**src/rtl/verinject_fault_sequencer.sv**
```systemverilog
// rtl/verinject_fault_sequencer.sv - one-shot fault descriptor sequencer driving verinject__injector_state
// Counts down a delay, drives the target bit index for a duration window, then reports done/aborted.
module verinject_fault_sequencer #(
   parameter logic [31:0] IDLE_STATE  = 32'hFFFF_FFFF,
   parameter int          DELAY_WIDTH = 32,
   parameter int          DUR_WIDTH   = 16,
   parameter int          COUNT_WIDTH = 16
) (
   input  logic                   clock,
   input  logic                   reset_n,
   input  logic                   cfg_valid,
   output logic                   cfg_ready,
   input  logic [31:0]            cfg_target,
   input  logic [DELAY_WIDTH-1:0] cfg_delay,
   input  logic [DUR_WIDTH-1:0]   cfg_duration,
   input  logic                   abort,
   output logic [31:0]            verinject__injector_state,
   output logic                   busy,
   output logic                   injecting,
   output logic                   done,
   output logic                   aborted,
   output logic [COUNT_WIDTH-1:0] inject_count
);

   typedef enum logic [1:0] {
      ST_IDLE      = 2'd0,
      ST_ARMED     = 2'd1,
      ST_INJECTING = 2'd2
   } state_t;

   localparam logic [DELAY_WIDTH-1:0] DLY_ONE   = DELAY_WIDTH'(1);
   localparam logic [DUR_WIDTH-1:0]   DUR_ONE   = DUR_WIDTH'(1);
   localparam logic [COUNT_WIDTH-1:0] COUNT_ONE = COUNT_WIDTH'(1);
   localparam logic [COUNT_WIDTH-1:0] COUNT_MAX = '1;

   state_t                 state_q, state_d;
   logic [DELAY_WIDTH-1:0] dly_cnt_q, dly_cnt_d;
   logic [DUR_WIDTH-1:0]   dur_cnt_q, dur_cnt_d;
   logic [DUR_WIDTH-1:0]   dur_len_q, dur_len_d;
   logic [31:0]            target_q, target_d;
   logic [31:0]            bus_q, bus_d;
   logic                   done_q, done_d;
   logic                   aborted_q, aborted_d;
   logic [COUNT_WIDTH-1:0] count_q, count_d;

   always_ff @(posedge clock or negedge reset_n) begin
      if (!reset_n) begin
         state_q   <= ST_IDLE;
         dly_cnt_q <= '0;
         dur_cnt_q <= '0;
         dur_len_q <= '0;
         target_q  <= '0;
         bus_q     <= IDLE_STATE;
         done_q    <= 1'b0;
         aborted_q <= 1'b0;
         count_q   <= '0;
      end else begin
         state_q   <= state_d;
         dly_cnt_q <= dly_cnt_d;
         dur_cnt_q <= dur_cnt_d;
         dur_len_q <= dur_len_d;
         target_q  <= target_d;
         bus_q     <= bus_d;
         done_q    <= done_d;
         aborted_q <= aborted_d;
         count_q   <= count_d;
      end
   end

   always_comb begin
      state_d   = state_q;
      dly_cnt_d = dly_cnt_q;
      dur_cnt_d = dur_cnt_q;
      dur_len_d = dur_len_q;
      target_d  = target_q;
      done_d    = 1'b0;
      aborted_d = 1'b0;
      count_d   = count_q;
      case (state_q)
         ST_IDLE: begin
            if (cfg_valid) begin
               target_d  = cfg_target;
               dur_len_d = cfg_duration;
               dly_cnt_d = cfg_delay;
               state_d   = ST_ARMED;
            end
         end
         ST_ARMED: begin
            if (abort) begin
               state_d   = ST_IDLE;
               aborted_d = 1'b1;
            end else if (dly_cnt_q == '0) begin
               state_d   = ST_INJECTING;
               dur_cnt_d = (dur_len_q == '0) ? '0 : dur_len_q - DUR_ONE;
            end else begin
               dly_cnt_d = dly_cnt_q - DLY_ONE;
            end
         end
         ST_INJECTING: begin
            if (abort) begin
               state_d   = ST_IDLE;
               aborted_d = 1'b1;
            end else if (dur_cnt_q == '0) begin
               state_d = ST_IDLE;
               done_d  = 1'b1;
               if (count_q != COUNT_MAX) count_d = count_q + COUNT_ONE;
            end else begin
               dur_cnt_d = dur_cnt_q - DUR_ONE;
            end
         end
         default: state_d = ST_IDLE;
      endcase
      // Bus follows the next state so the window aligns with the state register.
      bus_d = (state_d == ST_INJECTING) ? target_d : IDLE_STATE;
   end

   assign cfg_ready                 = (state_q == ST_IDLE);
   assign busy                      = (state_q != ST_IDLE);
   assign injecting                 = (state_q == ST_INJECTING);
   assign verinject__injector_state = bus_q;
   assign done                      = done_q;
   assign aborted                   = aborted_q;
   assign inject_count              = count_q;

endmodule

```
**config.mk**
```make
export PLATFORM = sky130hd
export DESIGN_NAME = verinject_fault_sequencer
export DESIGN_NICKNAME = d
export VERILOG_FILES = /design/src/rtl/verinject_fault_sequencer.sv
export SDC_FILE = /design/constraint.sdc
export NUM_CORES = 1
export LEC_CHECK = 0
export CAP_MARGIN = 20
export CORE_UTILIZATION = 50
export CTS_CLUSTER_DIAMETER = 200
export DETAILED_ROUTE_END_ITERATION = 7
export PLACE_DENSITY = 0.77
export SLEW_MARGIN = 10
export SYNTH_ARGS = -nofsm -noshare
export SYNTH_HDL_FRONTEND = slang
export SYNTH_SLANG_ARGS = --single-unit
```
**constraint.sdc**
```tcl
create_clock -name clock -period 5.5 [get_ports clock]
set_input_delay 1.1 -clock clock [delete_from_list [all_inputs] [get_ports clock]]
set_output_delay 1.1 -clock clock [all_outputs]
set_load 0.01 [all_outputs]
```
# Yosys cells after proc, flatten, opt, wreduce, memory -nomap -nowiden
# Index checks and enable logic that the tools add are counted.
# word_totals
in_bits,84
reg_bits,148
wordCells,60
# classes
addsub,4
mux,24
reduce_logical,12
bitwise,1
eq_ne,10
# op_table
cell,n
32-bit two-way mux,6
16-bit two-way mux,5
32-bit case mux with 2 select lines,1
16-bit logical NOT,2
32-bit logical NOT,1
16-bit case mux with 2 select lines,1
"16-bit by 1-bit subtractor with 16-bit output, second input constant",2
"32-bit by 1-bit subtractor with 32-bit output, second input constant",1
"16-bit by 1-bit adder with 16-bit output, second input constant",1
"16-bit != test, second input constant",1
"2-bit != test, second input constant",6
2-bit two-way mux,5
4-bit AND reduction,2
2-bit case mux with 3 select lines,1
2-bit nonzero test,3
1-bit two-way mux,5
5-bit AND reduction,1
"2-bit equality test, second input constant",2
"2-bit by 1-bit equality test with 1-bit output, second input constant",1
2-bit logical NOT,1
2-bit AND reduction,1
2-bit OR reduction,1
1-bit NOT,1

# Logic depth before layout (Yosys ltp)
# logic_depth
ltp_word,6
depth_mapped,10
ltp_nobuf,9

# Worst setup path after synthesis
# No wires, ideal clock.
# synth_timing
path_type,flip-flop to flip-flop
start,register dly_cnt_q[18]
end,register bus_q[22] (netlist: verinject__injector_state[22])
arrival_time_ps,2450
required_ps,5412
path_stages_with_launch,9
path_buffers,3
path_slack_ps,2962
period_less_slack_ps,2538
path_cell_list,dfrtp_1 > buf_6 > or4_4 > buf_6 > or3_4 > nor4_4 > o221ai_2 > buf_6 > or3_1
# synth_between
elab_chain_len,6
# synth_rtl
item,line_no,source
"start, declared",37,"logic [DELAY_WIDTH-1:0] dly_cnt_q, dly_cnt_d;"
"start signal, assigned",59,dly_cnt_q <= dly_cnt_d;
32-bit logical NOT,92,end else if (dly_cnt_q == '0) begin
2-bit two-way mux,92,
2-bit two-way mux,89,if (abort) begin
2-bit case mux with 3 select lines,79,case (state_q)
2-bit equality test,114,bus_d = (state_d == ST_INJECTING) ? target_d : IDLE_STATE;
32-bit two-way mux,114,
net bus_d[22],41,"logic [31:0] bus_q, bus_d;"
"end signal, assigned",63,bus_q <= bus_d;
"end, declared",41,
# The timed path passes the listed nets, and every way through them passes these cells.
# A chain may end at the register's enable or synchronous reset.

# Worst setup path in the final report
# layout_timing
start,register state_q[0]
end,output injecting
# layout_between
elab_chain_len,1
# layout_rtl
item,line_no,source
"start, declared",36,"state_t state_q, state_d;"
"start signal, assigned",58,state_q <= state_d;
2-bit equality test,119,assign injecting = (state_q == ST_INJECTING);
"end, declared",19,"output logic injecting,"
# Every way passes these cells.

==> metrics.md <==
| Metric | Value |
|---|---|
| CP endpoint kind | primary output |
| Peak VDD IR | between 0.0002 and 0.0003 V |
| Post-placement worst setup slack | around 1.9 ns |
| FF+latch count, synth | 148 |
| CTS tree | done |
| Layout area overhead | 28.0% |
| Run status | complete, no violations |
| Worst Path Arrival | about 2.3 ns |
| GP Congestion | just over 0.9 |
| Critical R2R Capture | dly_cnt_q[7] |
| DRC | 0 |
| Drt initial violations | ~540 |
| Share of the synthesized area in the top cell type | 0.396 |
| Seq/Total Area, Yosys | 0.511 |
| Starting density of the core | 0.520 |
| Slew HR | 0.371 |
| Syn_area_per_cell | about 11 µm² |
| Chip Width | 123 µm |
| Crit Path Max Fanout | 19 |
| Die footprint | between 0.015 and 0.02 mm² |
| R2r worst-path depth | 8 |
| MaxCap Viol Count | 0 |
| Yosys warns | 0 |
| Gate power share | 0.300 |
| Number of CTS-inserted buffers | 17 |
| Row cnt | 43 |
| Largest net degree at the start of global routing | around 110 |
| Worst path max stage delay | roughly 0.67 ns |
| I/O Buffers | 136 |
| Net Sw Frac | 0.356 |
| Remaining Overflow, GRT | 0 |
| WP depth | 3 |
| DR WL/cell | 18.4 µm |
| Nets | 911 |
| Final period utilization | 0.612 |
| First-pass GRT wire length | 29.7 mm |
| Fin Clk Skew | 0.00875 ns |
| CP Launch Point | state_q[0] |
| Fraction of layout cells with a size suffix above 1 | 0.167 |
| Crit path time final | approximately 3.4 ns |
| Clk_lat worst skew | ~0.43 ns |
| Core Area | 0.0141 mm² |
| Flop2flop setup slack | approximately 2.2 ns |
| Least-Margin Pin Slew | 0.944 ns |
| F_max | ~300 MHz |
| Hpwl dp | 12.7 mm |
| Final antenna-violating net count | 0 |
| Critical register-to-register path startpoint | dly_cnt_q[0] |
| Bufs on Longest Clock Path | 2 |
| Clock transition at the registers of the reported paths | roughly 0.06 ns |
| Critical Path Slowest Stage Cell | clkdlybuf4s50_1 |
| Fin. Hold Viols | 0 |
| HP Class | reg2reg |
| Ys async rst share | 1.00 |
| Vias in the first global route | 6085 |
| Post-CTS Setup Repair Bufs | 0 |
| Ant diodes | 0 |
| Most numerous cell in the Yosys netlist | dfrtp_1 |
| Drt first pass iters | 6 |
| Post-synth top cells | 116 x dfrtp_1, 59 x nand2_1, 49 x mux2_2, 42 x nor2_1, 38 x or3_1 |
| CTS Root Cell | clkbuf_16 |
| Synthesized instance count | between 600 and 700 |
| Post-synth cell types | 67 |
| Sequential Power Share | 0.418 |
| Lkg Pwr | approximately 3.6 nW |
| Power per standard cell area | between 400 and 500 mW/mm² |
| Boundary Pins | about 140 |
| Crit-path cells | inv_1, ha_1, clkdlybuf4s50_1 |
| Die H | approximately 120 µm |
| Worst Path Buf+Inv | 2 |
| Vias | around 6.2k |
| Critical path type | reg2out |
| Total power | approximately 4 mW |
| Final TNS setup | 0 ns |
| CP startpoint kind | flip-flop |
| Critical Path RT | 4.40 ns |
| Setup crit end | injecting |
| Fin. max-slew vios | 0 |
| Family with the most delay on the worst path | buffers and inverters |
| Top cell type by total area after synthesis | dfrtp_1 |
| Net switching power | around 1.4 mW |
| Vias per cell | 6.15 |
| Post-CTS Resized | 0 |
| EDFF count, synth | 0 |
| Clock sinks | 148 |
| Detailed Route WL | roughly 19 mm |
| Internal power | 2.58 mW |
| H-tree levels | 4 |
| Synth Net Count | between 700 and 800 |
| Worst setup margin | ~2.1 ns |
| Post-CTS Hold Fix Bufs | 0 |
| Largest cells by area after synthesis | dfrtp_1 40%, dfstp_2 11%, mux2_2 7.5% |
| RSZ-0062 raised after global routing | no |
| Main synth FF type | dfrtp_1 |
| Total Routing Usage GR | 0.256 |
| Antenna violations before repair | 0 |
| Clk network pwr share | 0.283 |
| Post-Syn Area | between 0.007 and 0.008 mm² |
| Setup violations, final | 0 |
## power by group through the flow
stage	clock network [mW]	logic (mW)	registers [mW]
floorplan	0	0.898	1.58
global placement	0	1.13	1.65
detailed placement	0	1.18	1.67
CTS	1.15	1.19	1.66
global route	1.20	1.31	1.70
finish	1.13	1.20	1.67
## registers in the layout, indices dropped and copies added (netlist names)
signal / count
dur_cnt_q: 16
dur_len_q: 16
target_q: 32
verinject__injector_state: 32
done: 1
dly_cnt_q: 32
state_q: 2
inject_count: 16
aborted: 1
## layout by cell type, fill, tap and decap left out, types with 6 or more instances in the layout
cell / Yosys / routed
o21ai_1: 9 / 9
a21oi_1: 14 / 13
inv_1: 17 / 17
clkdlybuf4s50_1: 0 / 135
nand2_1: 59 / 58
xor2_1: 13 / 13
a22oi_1: 8 / 8
buf_4: 1 / 7
or4_1: 10 / 10
ha_1: 9 / 9
dfrtp_1: 116 / 116
o22ai_1: 16 / 16
or3_1: 38 / 38
dfstp_2: 32 / 32
nand4_1: 11 / 11
nor3_1: 28 / 28
a311oi_1: 6 / 6
inv_6: 0 / 8
a22o_1: 12 / 12
nor4b_1: 6 / 6
mux2_2: 49 / 49
nor4_1: 18 / 18
clkbuf_16: 0 / 17
o21ai_0: 21 / 21
nand3_1: 26 / 26
xnor2_1: 13 / 13
nor2_1: 42 / 42
## logic make-up after synthesis
| kind of cell | after synthesis | synth area share |
|---|---|---|
| adder cells (fa/ha/maj) | 9 | 0.0154 |
| buffers and inverters | 51 | 0.0367 |
| AND/OR/NAND/NOR | 268 | 0.197 |
| multiplexers | 51 | 0.0780 |
| AO/OA/AOI/OAI | 134 | 0.131 |
| XOR/XNOR | 26 | 0.0311 |
| flip-flops | 148 | 0.511 |
## worst register-to-register path, stage by stage (launching register included)
cell and delay, ns:
dfrtp_1 0.41, inv_1 0.09, ha_1 0.19, or3b_2 0.52
or3_2 0.56, o31ai_4 0.62, nor2_1 0.34, a211oi_1 0.31
a311oi_1 0.08
## per-layer routing
metal / routed length (µm) / global-route usage / vias up
met4: 495 / 0.113 / 0
li1: - / - / 2844
met5: 0 / 0 / -
met1: 7490 / 0.314 / 2998
met2: 8720 / 0.400 / 316
met3: 1860 / 0.103 / 57
## per-stage QoR
step,hold WS (ns),cell area (µm²),utilization,std cells
2_1_floorplan,0.465,7330,-,687
3_3_place_gp,0.474,8770,0.622,976
3_5_place_dp,0.479,8780,0.623,977
4_1_cts,0.494,9360,0.664,1009
5_1_grt,0.502,9380,0.666,1011
6_report,0.491,9380,0.666,1011
## how the worst min path moves through the flow
| stage | from | endpoint | cells past startpoint |
|---|---|---|---|
| 3_3_place_gp | target_q[1] | target_q[1] | 1 |
| 6_report | target_q[10] | target_q[10] | 1 |
| 2_1_floorplan | target_q[31] | target_q[31] | 1 |
| 3_5_place_dp | target_q[10] | target_q[10] | 1 |
| 5_1_grt | target_q[4] | target_q[4] | 1 |
| 4_1_cts | target_q[10] | target_q[10] | 1 |
## layout make-up
cell class,count,area (µm²)
well taps,180,225
multi-input cells,488,3320
repair buffers,145,1450
flip-flops and latches,148,3740
clock buffers,18,439
fillers,1065,4710
inverters,18,67.6
clock inverters,14,138
Power figures use the tool's default switching activity.
